### config.mk
export PLATFORM = sky130hd
export DESIGN_NAME = i2c_timer_flat
export DESIGN_NICKNAME = d
export VERILOG_FILES = /design/src/rtl/i2c_timer_pkg.sv /design/src/rtl/i2c_timer_if.sv /design/src/rtl/i2c_edge_counter.sv /design/src/rtl/i2c_timer.sv /design/src/flat_wrapper.sv
export SDC_FILE = /design/constraint.sdc
export NUM_CORES = 1
export LEC_CHECK = 0
export ABC_AREA = 1
export CAP_MARGIN = 30
export CORE_UTILIZATION = 40
export CTS_BUF_LIST = sky130_fd_sc_hd__clkbuf_4
export CTS_CLUSTER_DIAMETER = 100
export DETAILED_ROUTE_END_ITERATION = 10
export DONT_BUFFER_PORTS = 1
export PLACE_DENSITY_LB_ADDON = 0.1
export SLEW_MARGIN = 30
export SYNTH_ARGS = -nofsm -noshare
export SYNTH_HDL_FRONTEND = slang
export SYNTH_SLANG_ARGS = --single-unit
### constraint.sdc
create_clock -name clk -period 1.7 [get_ports clk]
set_input_delay 0.255 -clock clk [delete_from_list [all_inputs] [get_ports clk]]
set_output_delay 0.255 -clock clk [all_outputs]
set_load 0.02 [all_outputs]
### src/rtl/i2c_timer_pkg.sv
// Shared types and constants for the I2C slave byte-frame timer.
// Strobe positions are 1-based SCL edge numbers within an 18-edge byte frame.
package i2c_timer_pkg;

    typedef enum logic [1:0] {
        IDLE,
        WAIT_RISE,
        COUNT
    } state_e;

    localparam int unsigned COUNT_W = 5;

    localparam logic [COUNT_W-1:0] BYTE_RX   = 5'd15;
    localparam logic [COUNT_W-1:0] ACK_PREP  = 5'd16;
    localparam logic [COUNT_W-1:0] CHECK_ACK = 5'd17;
    localparam logic [COUNT_W-1:0] ACK_DONE  = 5'd18;

    localparam int unsigned KEY_BYTES = 16;
    localparam int unsigned KEY_CNT_W = $clog2(KEY_BYTES);

endpackage

### src/rtl/i2c_timer_if.sv
// Edge/condition inputs and phase strobes of the I2C byte-frame timer.
// frame_abort exists only when I2C_TIMER_ABORT_FLAG_EN is defined.
interface i2c_timer_if;

    logic rising_edge_found;
    logic falling_edge_found;
    logic stop_found;
    logic start_found;
    logic start_byte_received;
    logic byte_received;
    logic ack_prep;
    logic check_ack;
    logic ack_done;
    logic key_received;
`ifdef I2C_TIMER_ABORT_FLAG_EN
    logic frame_abort;
`endif

    modport master (
        output rising_edge_found,
        output falling_edge_found,
        output stop_found,
        output start_found,
        output start_byte_received,
        input  byte_received,
        input  ack_prep,
        input  check_ack,
        input  ack_done,
`ifdef I2C_TIMER_ABORT_FLAG_EN
        input  frame_abort,
`endif
        input  key_received
    );

    modport slave (
        input  rising_edge_found,
        input  falling_edge_found,
        input  stop_found,
        input  start_found,
        input  start_byte_received,
        output byte_received,
        output ack_prep,
        output check_ack,
        output ack_done,
`ifdef I2C_TIMER_ABORT_FLAG_EN
        output frame_abort,
`endif
        output key_received
    );

endinterface

### src/rtl/i2c_edge_counter.sv
// SCL edge counter for one byte frame: clear to 0, load to 1, step wraps WRAP -> 1.
module i2c_edge_counter
    import i2c_timer_pkg::*;
#(
    parameter int unsigned WRAP = 18
) (
    input  logic               clk,
    input  logic               n_rst,
    input  logic               clear,
    input  logic               load,
    input  logic               step,
    output logic [COUNT_W-1:0] count
);

    localparam logic [COUNT_W-1:0] WrapVal = COUNT_W'(WRAP);

    logic [COUNT_W-1:0] count_next;

    always_comb begin
        count_next = count;
        if (clear) begin
            count_next = '0;
        end else if (load) begin
            count_next = COUNT_W'(1);
        end else if (step) begin
            count_next = (count == WrapVal) ? COUNT_W'(1) : count + COUNT_W'(1);
        end
    end

    always_ff @(posedge clk) begin
        if (!n_rst) begin
            count <= '0;
        end else begin
            count <= count_next;
        end
    end

endmodule

### src/rtl/i2c_timer.sv
// I2C slave bit/byte timer: tracks SCL edges per 9-clock frame, emits ACK-phase strobes
// and flags every 16th data byte. Optional frame_abort under I2C_TIMER_ABORT_FLAG_EN.
module i2c_timer
    import i2c_timer_pkg::*;
#(
    parameter int unsigned EDGES_PER_FRAME = 18
) (
    input logic        clk,
    input logic        n_rst,
    i2c_timer_if.slave bus
);

    localparam logic [KEY_CNT_W-1:0] KeyLast = KEY_CNT_W'(KEY_BYTES - 1);

    state_e             state;
    logic [COUNT_W-1:0] count;
    logic               edge_seen;
    logic               ctr_clear;
    logic               ctr_load;
    logic               ctr_step;
    logic               stop_only;
    logic               byte_rx_q;
    logic               ack_prep_q;
    logic               check_ack_q;
    logic               ack_done_q;
    logic               key_armed;
    logic [KEY_CNT_W-1:0] key_cnt;
    logic               key_hit;
    logic               key_rx_q;

    // START outranks STOP; both outrank any edge in the same cycle.
    assign edge_seen = bus.rising_edge_found | bus.falling_edge_found;
    assign ctr_clear = bus.start_found | bus.stop_found;
    assign stop_only = bus.stop_found & ~bus.start_found;
    assign ctr_load  = (state == WAIT_RISE) & bus.rising_edge_found & ~ctr_clear;
    assign ctr_step  = (state == COUNT) & edge_seen & ~ctr_clear;

    i2c_edge_counter #(
        .WRAP(EDGES_PER_FRAME)
    ) u_edge_counter (
        .clk  (clk),
        .n_rst(n_rst),
        .clear(ctr_clear),
        .load (ctr_load),
        .step (ctr_step),
        .count(count)
    );

    // Strobes decode the pre-increment count, so they land with the new count value.
    always_ff @(posedge clk) begin
        if (!n_rst) begin
            state       <= IDLE;
            byte_rx_q   <= 1'b0;
            ack_prep_q  <= 1'b0;
            check_ack_q <= 1'b0;
            ack_done_q  <= 1'b0;
`ifdef I2C_TIMER_ABORT_FLAG_EN
            bus.frame_abort <= 1'b0;
`endif
        end else begin
            byte_rx_q   <= ctr_step && (count == BYTE_RX - COUNT_W'(1));
            ack_prep_q  <= ctr_step && (count == ACK_PREP - COUNT_W'(1));
            check_ack_q <= ctr_step && (count == CHECK_ACK - COUNT_W'(1));
            ack_done_q  <= ctr_step && (count == ACK_DONE - COUNT_W'(1));
`ifdef I2C_TIMER_ABORT_FLAG_EN
            bus.frame_abort <= ctr_clear && (state == COUNT) && (count != ACK_DONE);
`endif
            if (bus.start_found) begin
                state <= WAIT_RISE;
            end else if (bus.stop_found) begin
                state <= IDLE;
            end else if (ctr_load) begin
                state <= COUNT;
            end
        end
    end

    assign key_hit = key_armed & ack_done_q & (key_cnt == KeyLast) & ~ctr_clear &
                     ~bus.start_byte_received;

    always_ff @(posedge clk) begin
        if (!n_rst) begin
            key_armed <= 1'b0;
            key_cnt   <= '0;
            key_rx_q  <= 1'b0;
        end else begin
            if (ctr_clear) begin
                key_armed <= 1'b0;
            end else if (bus.start_byte_received) begin
                key_armed <= 1'b1;
                key_cnt   <= '0;
            end else if (key_armed && ack_done_q) begin
                key_cnt <= key_cnt + KEY_CNT_W'(1);
            end

            if (stop_only) begin
                key_rx_q <= 1'b0;
            end else if (key_hit) begin
                key_rx_q <= 1'b1;
            end else if (bus.rising_edge_found) begin
                key_rx_q <= 1'b0;
            end
        end
    end

    assign bus.byte_received = byte_rx_q;
    assign bus.ack_prep      = ack_prep_q;
    assign bus.check_ack     = check_ack_q;
    assign bus.ack_done      = ack_done_q;
    assign bus.key_received  = key_rx_q;

endmodule

### src/flat_wrapper.sv
// flat-port wrapper written by rule: the top's interface ports become plain ports
module i2c_timer_flat import i2c_timer_pkg::*;
#(
    parameter int unsigned EDGES_PER_FRAME = 18
)
  (clk, n_rst, bus_rising_edge_found, bus_falling_edge_found, bus_stop_found, bus_start_found, bus_start_byte_received, bus_byte_received, bus_ack_prep, bus_check_ack, bus_ack_done, bus_key_received);
  i2c_timer_if bus_i ();
  input logic clk;
  input logic n_rst;
  input wire logic [$bits(bus_i.rising_edge_found)-1:0] bus_rising_edge_found;
  input wire logic [$bits(bus_i.falling_edge_found)-1:0] bus_falling_edge_found;
  input wire logic [$bits(bus_i.stop_found)-1:0] bus_stop_found;
  input wire logic [$bits(bus_i.start_found)-1:0] bus_start_found;
  input wire logic [$bits(bus_i.start_byte_received)-1:0] bus_start_byte_received;
  output wire logic [$bits(bus_i.byte_received)-1:0] bus_byte_received;
  output wire logic [$bits(bus_i.ack_prep)-1:0] bus_ack_prep;
  output wire logic [$bits(bus_i.check_ack)-1:0] bus_check_ack;
  output wire logic [$bits(bus_i.ack_done)-1:0] bus_ack_done;
  output wire logic [$bits(bus_i.key_received)-1:0] bus_key_received;
  assign bus_i.rising_edge_found = bus_rising_edge_found;
  assign bus_i.falling_edge_found = bus_falling_edge_found;
  assign bus_i.stop_found = bus_stop_found;
  assign bus_i.start_found = bus_start_found;
  assign bus_i.start_byte_received = bus_start_byte_received;
  assign bus_byte_received = bus_i.byte_received;
  assign bus_ack_prep = bus_i.ack_prep;
  assign bus_check_ack = bus_i.check_ack;
  assign bus_ack_done = bus_i.ack_done;
  assign bus_key_received = bus_i.key_received;
  i2c_timer #(.EDGES_PER_FRAME(EDGES_PER_FRAME)) u_core (.clk(clk), .n_rst(n_rst), .bus(bus_i));
endmodule
==> flow_summary.ini, run 1 <==
[clock_tree]
htreeDepth = 1
cts_buffers = 3
clk_path_buf_depth = 2
clkLatencyLatePin_ns = 0.29
clk_pin_slew_worst_paths_ns = 0.10
cts.sinks = 17
cts_tree = yes
cts_setup_buffers = 0
cts_root_buffer = clkbuf_4
cts_hold_buf = 0
ctsResizeCount = 0

[synthesis]
synth_seq_cells = 17
yosysMostFrequentCell = nand2_1
synth.net_count = 127
synth_ff_type = dfxtp_1
syn_area_um2 = 858.3
async_flop_share = 0
netlist_top_cells_area = dfxtp_1 40%, nand2_1 11%, ha_1 8.7%
synth_top_area_frac = 0.3965
synth_seq_area_share = 0.3965
synth_top_area_cell = dfxtp_1
synth_edf_count = 0
ys_warn_count = 0
synth_cells = 114
synth_common_cells = 26 x nand2_1, 17 x dfxtp_1, 16 x nor2_1, 15 x inv_1, 11 x nand3_1
synth_cell_types = 19
avgSynthCellArea_um2 = 7.529

[cells_and_area]
n_fill_cell = 203
n_antenna_cell = 0
layout-drive-gt1-share = 0.1026
syn_to_final_growth_pct = 6.123
fin_util = 0.4596
fin_cells = 144
finalNetCount = 131

[timing]
timing.final.crit_share = 0.8305
finalSetupViolations = 0
max_freq_mhz = 708.3
rsz0062_at_grt = false
tightest_slew_ns = 0.2426
clock_skew_ns = 0.01240
finalHoldViolations = 0
relSlewSlack = 0.8381
fin_setup_tns_ns = 0
layout_min_cycle_time_ns = 1.412
finalMaxSlewViolations = 0

[setup_path]
worstSetupPathType = reg -> reg
cp-start-kind = register
arrival_ns = 1.63
worstPathMaxFanout = 6
worst_ep_required_time_ns = 1.92
end_kind = register

[hold_path]
hold_class = in -> reg

[global_routing]
grt_pass1_wl_mm = 2.739
grt_pass1_vias = 655
antenna_found_initial = 0
grt_remaining_overflow = 0
track_usage = 0.1498
grt_max_degree = 13

[placed_design]
dp.cells = 140
gp_congestion = 0.8110
io_buffer_count = 0
hpwlAfterDp_mm = 1.175

[floorplan]
rows = 16
core_um2 = 1982
fp.dieW_um = 48.32
die_area_um2 = 2335
ios = 12
die_h_um = 48.32
initial_core_util = 0.4331

[routing]
wl_met3_um = 59
drc_errors = 0
wl_met1_um = 696
first_pass_iters = 3
viasPerCell = 4.764
dr.first_iter.drc_count = 9
highest_layer = met4
wl_met2_um = 716
wirelength_mm = 1.485
avgRoutedWirePerCell_um = 10.31
drtAntennaViolNets = 0
num_vias = 686

[power_and_ir_drop]
pwr-share-seq = 0.609
power.share.clock = 0.350
p_per_area_nw_per_um2 = 725.3
swShare = 0.2183
p_leak_nw = 0.3459
p_comb_frac = 0.041
total_power_w = 0.0006607
p_int_w = 0.0005165
vdd_drop_max_mv = 0.4736
p_sw_w = 0.0001442

[status]
status = finished clean

[run]
drv_cap = 0
## power by group through the flow
stage,clock network (W),logic (W),registers [W]
2_1_floorplan,0,0.0000228,0.000412
3_3_place_gp,0,0.0000271,0.000412
3_5_place_dp,0,0.0000272,0.000412
4_1_cts,0.000241,0.0000272,0.000403
5_1_grt,0.000262,0.0000319,0.000403
6_report,0.000231,0.0000268,0.000403
## metal layers
layer  up-vias  track usage
li1        367            -
met1       310       0.1641
met2         7       0.2676
met3         2      0.04717
met4         0      0.05882
met5         -            0
## final timing paths
kind,startpoint,endpoint,slack (ns),cells past startpoint
min reg2reg,u_core.key_cnt[2]$_SDFFE_PN0P_,u_core.key_cnt[2]$_SDFFE_PN0P_,0.48,2
max,u_core.u_edge_counter.count[0]$_SDFFE_PP0P_,u_core.u_edge_counter.count[4]$_SDFFE_PP0P_,0.29,7
max reg2reg,u_core.u_edge_counter.count[0]$_SDFFE_PP0P_,u_core.u_edge_counter.count[4]$_SDFFE_PP0P_,0.29,7
min,n_rst,u_core.state[0]$_SDFFE_PN0P_,0.07,1
## layout by cell type (no fill, tap or decap)
master / netlist / layout
nand2_1: 26 / 26
dfxtp_1: 17 / 17
nor2_1: 16 / 16
inv_1: 15 / 15
nand3_1: 11 / 11
a21oi_1: 8 / 8
ha_1: 6 / 6
clkbuf_4: 0 / 4
nor2_4: 2 / 2
nor2_2: 2 / 2
o21ai_0: 2 / 2
o21a_1: 1 / 1
nand4_1: 1 / 1
nand3_4: 1 / 1
nor3b_2: 1 / 1
nor3_1: 1 / 1
o21bai_2: 1 / 1
a21oi_2: 1 / 1
xor2_1: 1 / 1
## final cells by class
| cell class | instances | area [µm²] | area share |
|---|---|---|---|
| Sequential cell | 17 | 340.3 | 0.3736 |
| Tap cell | 27 | 33.78 | 0.03709 |
| Clock buffer | 4 | 30.03 | 0.03297 |
| Inverter | 15 | 56.30 | 0.06181 |
| Multi-Input combinational cell | 81 | 450.4 | 0.4945 |
## state kept, by name, summed over array words and instances, names as in the netlist
name,flops
u_core.bus.ack_prep,1
u_core.key_armed,1
u_core.bus.ack_done,1
u_core.bus.key_received,1
u_core.u_edge_counter.count,5
u_core.state,2
u_core.bus.byte_received,1
u_core.key_cnt,4
u_core.bus.check_ack,1
## worst max-delay path, stage by stage, from the launching register on
cell	delay [ns]
dfxtp_1	0.44
ha_1	0.22
inv_1	0.05
nor2_1	0.11
ha_1	0.26
nor2_4	0.10
nand2_1	0.05
a21oi_1	0.11
## logic make-up (layout without fill, tap and decap cells)
| logic type | count (synthesis) | in the layout | synth area share |
|---|---|---|---|
| AOI/OAI and AO/OA | 13 | 13 | 0.09039 |
| xor gates and xnor gates | 1 | 1 | 0.01021 |
| adders and majority gates | 6 | 6 | 0.08746 |
| buffers and inverters | 16 | 19 | 0.07871 |
| DFF | 17 | 17 | 0.3965 |
| and+or+nand+nor | 61 | 61 | 0.3367 |
## stage by stage
stage / setup slack, ns / hold WS [ns] / area (µm²)
after floorplan: 0.4399 / 0.3725 / 858.3
after CTS: 0.2838 / 0.06676 / 910.9
after detailed placement: 0.3197 / 0.3795 / 880.8
final: 0.2882 / 0.07284 / 910.9
after global placement: 0.3770 / 0.3752 / 880.8
after global routing: 0.1968 / 0.06474 / 910.9
Note: power is estimated with default switching activity, not from simulation.
==> run 2, diff against run 1 <==
clock period = 1.2 ns   (was 1.7 ns; I/O delays follow)
==> run 2 against run 1 <==
  * The run now ends with setup timing left
  * Fmax is 12% higher
  * Combinational power is 84% higher
  * Cell count is 9.0% higher
  * Clock power is 41% higher
  * Sequential cell count stayed put
  * Power is 43% higher
  * Utilization is 8.6 points higher
  * Wire length is 27% higher
  * Largest power group unchanged
==> flow_summary.ini, run 2 (synthesis gave the netlist of run 1 again) <==
[setup_path]
r2r-start = u_core.u_edge_counter.count[0]$_SDFFE_PP0P_
worst_ep_required_time_ns = 1.42
arrival_ns = 1.48
path_delay_family = adder cells
rrSetupSlack_ns = -0.06
cpMaxStageDelayCell = dfxtp_4
critPathBufInv = 1
worstSetupPathType = reg -> reg
cp-start-kind = register
crit_chain = ha_4 -> inv_2 -> nor2_2 -> ha_1 -> nor2_4 -> nand2_2 -> a21oi_2
worstPathMaxFanout = 4
reg2reg_depth = 7
end_kind = register
worstReg2RegEnd = u_core.u_edge_counter.count[4]$_SDFFE_PP0P_
slowest_delay_ns = 0.37

[cells_and_area]
finalNetCount = 144
regMostFlops = u_core.u_edge_counter.count
fin_util = 0.5461
final_cell_area_um2 = 1082
syn_to_final_growth_pct = 26.09
final_common_cell = nand2_1
n_antenna_cell = 0
top_regs = u_core.u_edge_counter.count x5, u_core.key_cnt x4, u_core.state x2
final_cell_mix = 25 x nand2_1, 14 x inv_1, 14 x nor2_1
layout-drive-gt1-share = 0.2769
largest_reg_flops = 5

[routing]
num_vias = 760
avgRoutedWirePerCell_um = 12.03
viasPerCell = 4.841
wirelength_mm = 1.889
first_pass_iters = 4
drc_errors = 0
dr.first_iter.drc_count = 13
drtAntennaViolNets = 0

[clock_tree]
cts_root_buffer = clkbuf_4
htreeDepth = 1
clkLatencyLatePin_ns = 0.29
cts_buffers = 3
clk_pin_slew_worst_paths_ns = 0.09
cts.sinks = 17
clk_path_buf_depth = 2
cts_tree = yes

[floorplan]
die_area_um2 = 2335
core_um2 = 1982
die_h_um = 48.32
initial_core_util = 0.4331
ios = 12
fp.dieW_um = 48.32
rows = 16

[global_routing]
grt_remaining_overflow = 0
antenna_found_initial = 0
grt_pass1_vias = 725
grt_max_degree = 13
track_usage = 0.1576
grt_pass1_wl_mm = 2.877

[timing]
max_freq_mhz = 794.6
tightest_slew_ns = 0.2824
clock_skew_ns = 0.0005899
layout_min_cycle_time_ns = 1.259
finalHoldViolations = 0
timing.final.crit_share = 1.049
relSlewSlack = 0.8110
finalMaxSlewViolations = 0
finalSetupViolations = 1
rsz0062_at_grt = true
worst_slack_ns = -0.05854
fin_hold_ws_ns = 0.005294

[placed_design]
hpwlAfterDp_mm = 1.238
dpl_cell_area_um2 = 933.4
io_buffer_count = 0
gp_congestion = 0.8137

[hold_path]
min_delay_path_depth = 2
holdPathEnd = u_core.bus.ack_prep$_SDFF_PN0_
hold_start = n_rst
hold_class = in -> reg

[power_and_ir_drop]
p_per_area_nw_per_um2 = 872.9
p_leak_nw = 0.4037
vdd_drop_max_mv = 0.6256
total_power_w = 0.0009447

[status]
violations = setup timing
status = complete, but fails checks

[run]
drv_cap = 0
## run 2: changes by cell type in the layout (fill, tap and decap cells not counted), moves of 2 or more
cell           before  now
nor2_1             16   14
buf_4               0   10
dfxtp_2             0    3
dfxtp_1            17   13
ha_4                0    2
dlygate4sd3_1       0    2
nand3_2             0    2
nand3_1            11    9
ha_1                6    4
## run 2: metrics by stage
step	std cells	worst slack, ns	setup TNS (ns)
finish	157	-0.05854	-0.05854
global route	157	-0.1036	-0.1257
CTS	150	-0.05064	-0.05064
detailed placement	145	-0.03547	-0.03547
global placement	145	-0.007435	-0.007435
floorplan	114	0.004970	0
## run 2: how the worst max path moves through the flow
stage          slack [ns]                                   startpoint  cells after the start                                           to
6_report            -0.06  u_core.u_edge_counter.count[0]$_SDFFE_PP0P_                      7  u_core.u_edge_counter.count[4]$_SDFFE_PP0P_
5_1_grt             -0.10  u_core.u_edge_counter.count[0]$_SDFFE_PP0P_                      7  u_core.u_edge_counter.count[4]$_SDFFE_PP0P_
4_1_cts             -0.05  u_core.u_edge_counter.count[0]$_SDFFE_PP0P_                      7  u_core.u_edge_counter.count[4]$_SDFFE_PP0P_
3_5_place_dp        -0.04  u_core.u_edge_counter.count[0]$_SDFFE_PP0P_                      7  u_core.u_edge_counter.count[4]$_SDFFE_PP0P_
3_3_place_gp       -0.007  u_core.u_edge_counter.count[0]$_SDFFE_PP0P_                      7  u_core.u_edge_counter.count[4]$_SDFFE_PP0P_
2_1_floorplan       0.005  u_core.u_edge_counter.count[0]$_SDFFE_PP0P_                      7  u_core.u_edge_counter.count[4]$_SDFFE_PP0P_
## run 2: final cells by class
cell class,instances,area (µm²)
multi-input cells,82,519.2
well taps,27,33.78
flip-flops and latches,17,347.8
repair buffers,12,95.09
fillers,192,899.6
clock buffers,4,30.03
inverters,15,56.30
## run 2: metal layers
layer,GRT usage,wire length [µm],share of wire,vias up
li1,-,-,-,398
met1,0.1790,798,0.42,344
met2,0.2793,992,0.53,14
met3,0.03459,61,0.032,4
met4,0.07353,36,0.019,0
met5,0,0,0,-
## run 2: timing repair
| item | CTS | global route |
|---|---|---|
| hold buffers | 1 | 1 |
| hold endpoints to repair | 1 | 1 |
| setup endpoints to repair | 1 | 5 |
| gates cloned | 0 | 1 |
| pin swaps | 5 | 3 |
| buffers inserted | 0 | 5 |
| resized for setup | 3 | 11 |
## run 2: report_power, final
part,switching (W),total [W],internal (W)
logic,0.0000312,0.0000492,0.0000180
registers,0.00000364,0.000569,0.000566
clock network,0.000174,0.000326,0.000152
total,0.000209,0.000945,0.000736
==> run 3, diff against run 2 <==
SKIP_LAST_GASP = 1   (was default)
==> run 3 against run 2 <==
  * The run still ends with setup timing left
  * Non-clock buffer count down 2
  * First-iteration DRC count up 100%
  * Wire length down 2.9%
  * Global-route usage down 0.27 points
  * Cell count down 1.3%
  * Count of clock-buffer cells in the layout unchanged
  * Die area unchanged
  * Power up 0.23%
  * Final area down 1.7%
  * Fmax down 0.14%
  * Critical path depth unchanged
  * Largest cell class unchanged
  * Largest power group unchanged
==> flow_summary.ini, run 3 (synthesis gave the netlist of run 1 again) <==
[clock_tree]
htreeDepth = 1
cts.sinks = 17
clkLatencyLatePin_ns = 0.29
clk_pin_slew_worst_paths_ns = 0.10
cts_tree = yes
cts_buffers = 3
cts_root_buffer = clkbuf_4
clk_path_buf_depth = 2

[power_and_ir_drop]
vdd_drop_max_mv = 0.6157
p_per_area_nw_per_um2 = 890.3
p_leak_nw = 0.3952
p_int_w = 0.0007352
p_comb_frac = 0.052
swShare = 0.2235
pwr-share-seq = 0.601
p_sw_w = 0.0002117
power.share.clock = 0.347

[timing]
timing.final.crit_share = 1.050
max_freq_mhz = 793.5
worst_slack_ns = -0.06030
fin_setup_tns_ns = -0.06030
tightest_slew_ns = 0.2715
layout_min_cycle_time_ns = 1.260
rsz0062_at_grt = true
finalHoldViolations = 0
clock_skew_ns = 0.001777
relSlewSlack = 0.8183
finalSetupViolations = 1
finalMaxSlewViolations = 0

[routing]
viasPerCell = 4.729
wirelength_mm = 1.834
first_pass_iters = 4
num_vias = 733
dr.first_iter.drc_count = 26
drtAntennaViolNets = 0
avgRoutedWirePerCell_um = 11.83
drc_errors = 0

[cells_and_area]
largest_reg_flops = 5
final_cell_area_um2 = 1064
fin_util = 0.5366
finalNetCount = 142
syn_to_final_growth_pct = 23.91
multiInputGateArea_um2 = 516.7
n_antenna_cell = 0
final_common_cell = nand2_1
fin_cells = 155
final_cell_mix = 25 x nand2_1, 15 x nor2_1, 14 x inv_1, 14 x dfxtp_1, 9 x nand3_1
n_fill_cell = 189
layout-drive-gt1-share = 0.2500
regArea_um2 = 346.6
top_regs = u_core.u_edge_counter.count x5, u_core.key_cnt x4, u_core.state x2
regMostFlops = u_core.u_edge_counter.count

[global_routing]
grt_max_degree = 13
grt_remaining_overflow = 0
grt_pass1_vias = 721
antenna_found_initial = 0
track_usage = 0.1549
grt_pass1_wl_mm = 2.829

[placed_design]
gp_congestion = 0.8137
hpwlAfterDp_mm = 1.238
dp_slack_ns = -0.03547
io_buffer_count = 0
dpl_cell_area_um2 = 933.4
dp.cells = 145

[setup_path]
worstSetupPathType = reg -> reg
end_kind = register
worstPathMaxFanout = 4
slowest_delay_ns = 0.37
worst_ep_required_time_ns = 1.42
cpMaxStageDelayCell = dfxtp_4
crit_chain = ha_4 -> inv_2 -> nor2_1 -> ha_1 -> nor2_4 -> nand2_2 -> a21oi_2
cp-start-kind = register
arrival_ns = 1.49

[floorplan]
rows = 16
initial_core_util = 0.4331
core_um2 = 1982
fp.dieW_um = 48.32
die_area_um2 = 2335
ios = 12
die_h_um = 48.32

[run]
drv_cap = 0

[hold_path]
hold_class = in -> reg

[status]
status = complete, but fails checks
violations = setup timing
## run 3: repair_timing
item	CTS	global route
pin swaps	5	3
hold buffers	1	1
setup endpoints to repair	1	5
endpoints found under the hold margin	1	1
gates resized for setup	2	10
cloned	0	1
buffers inserted	0	3
## run 3: layout make-up
cell class                 instances  share of cell area
sequential                        17              0.3259
clock buffer                       4             0.02824
timing repair buffer              10             0.07529
tap                               27             0.03176
multi-input combinational         82              0.4859
inverter                          15             0.05294
## run 3: worst paths after layout
path                                                             startpoint                                     endpoint  slack [ns]  cells after the start
worst max-delay path            u_core.u_edge_counter.count[0]$_SDFFE_PP0P_  u_core.u_edge_counter.count[4]$_SDFFE_PP0P_       -0.06                      7
worst max register to register  u_core.u_edge_counter.count[0]$_SDFFE_PP0P_  u_core.u_edge_counter.count[4]$_SDFFE_PP0P_       -0.06                      7
worst min register to register               u_core.key_cnt[2]$_SDFFE_PN0P_               u_core.key_cnt[2]$_SDFFE_PN0P_        0.47                      2
worst min-delay path                                                  n_rst               u_core.bus.ack_prep$_SDFF_PN0_       0.003                      2
## run 3: routing by layer
layer | up-vias | global-route usage | routed length [µm]
li1 | 395 | - | -
met1 | 322 | 0.1751 | 780
met2 | 13 | 0.2746 | 944
met3 | 3 | 0.03459 | 87
met4 | 0 | 0.07353 | 21
met5 | - | 0 | 0
## run 3: per-stage QoR
stage	hold slack, ns	power [W]
after floorplan	0.2975	0.0006153
after global placement	0.3010	0.0006222
after detailed placement	0.3022	0.0006229
after CTS	0.001339	0.0009437
after global routing	0.008668	0.0009910
final	0.002853	0.0009469
## run 3: power groups by stage
stage               sequential, W  combinational (W)  clock (W)
floorplan                0.000583          0.0000322          0
global placement         0.000584          0.0000386          0
detailed placement       0.000584          0.0000392          0
CTS                      0.000568          0.0000422   0.000333
global route             0.000570          0.0000553   0.000366
finish                   0.000569          0.0000488   0.000329
## run 3: critical path, delay by kind of cell, from the launching register on
family          cells  cell delay, ns
flops               1            0.37
fa+ha+maj           2            0.48
buf+inv             1            0.03
simple gates        3            0.18
compound gates      1            0.13
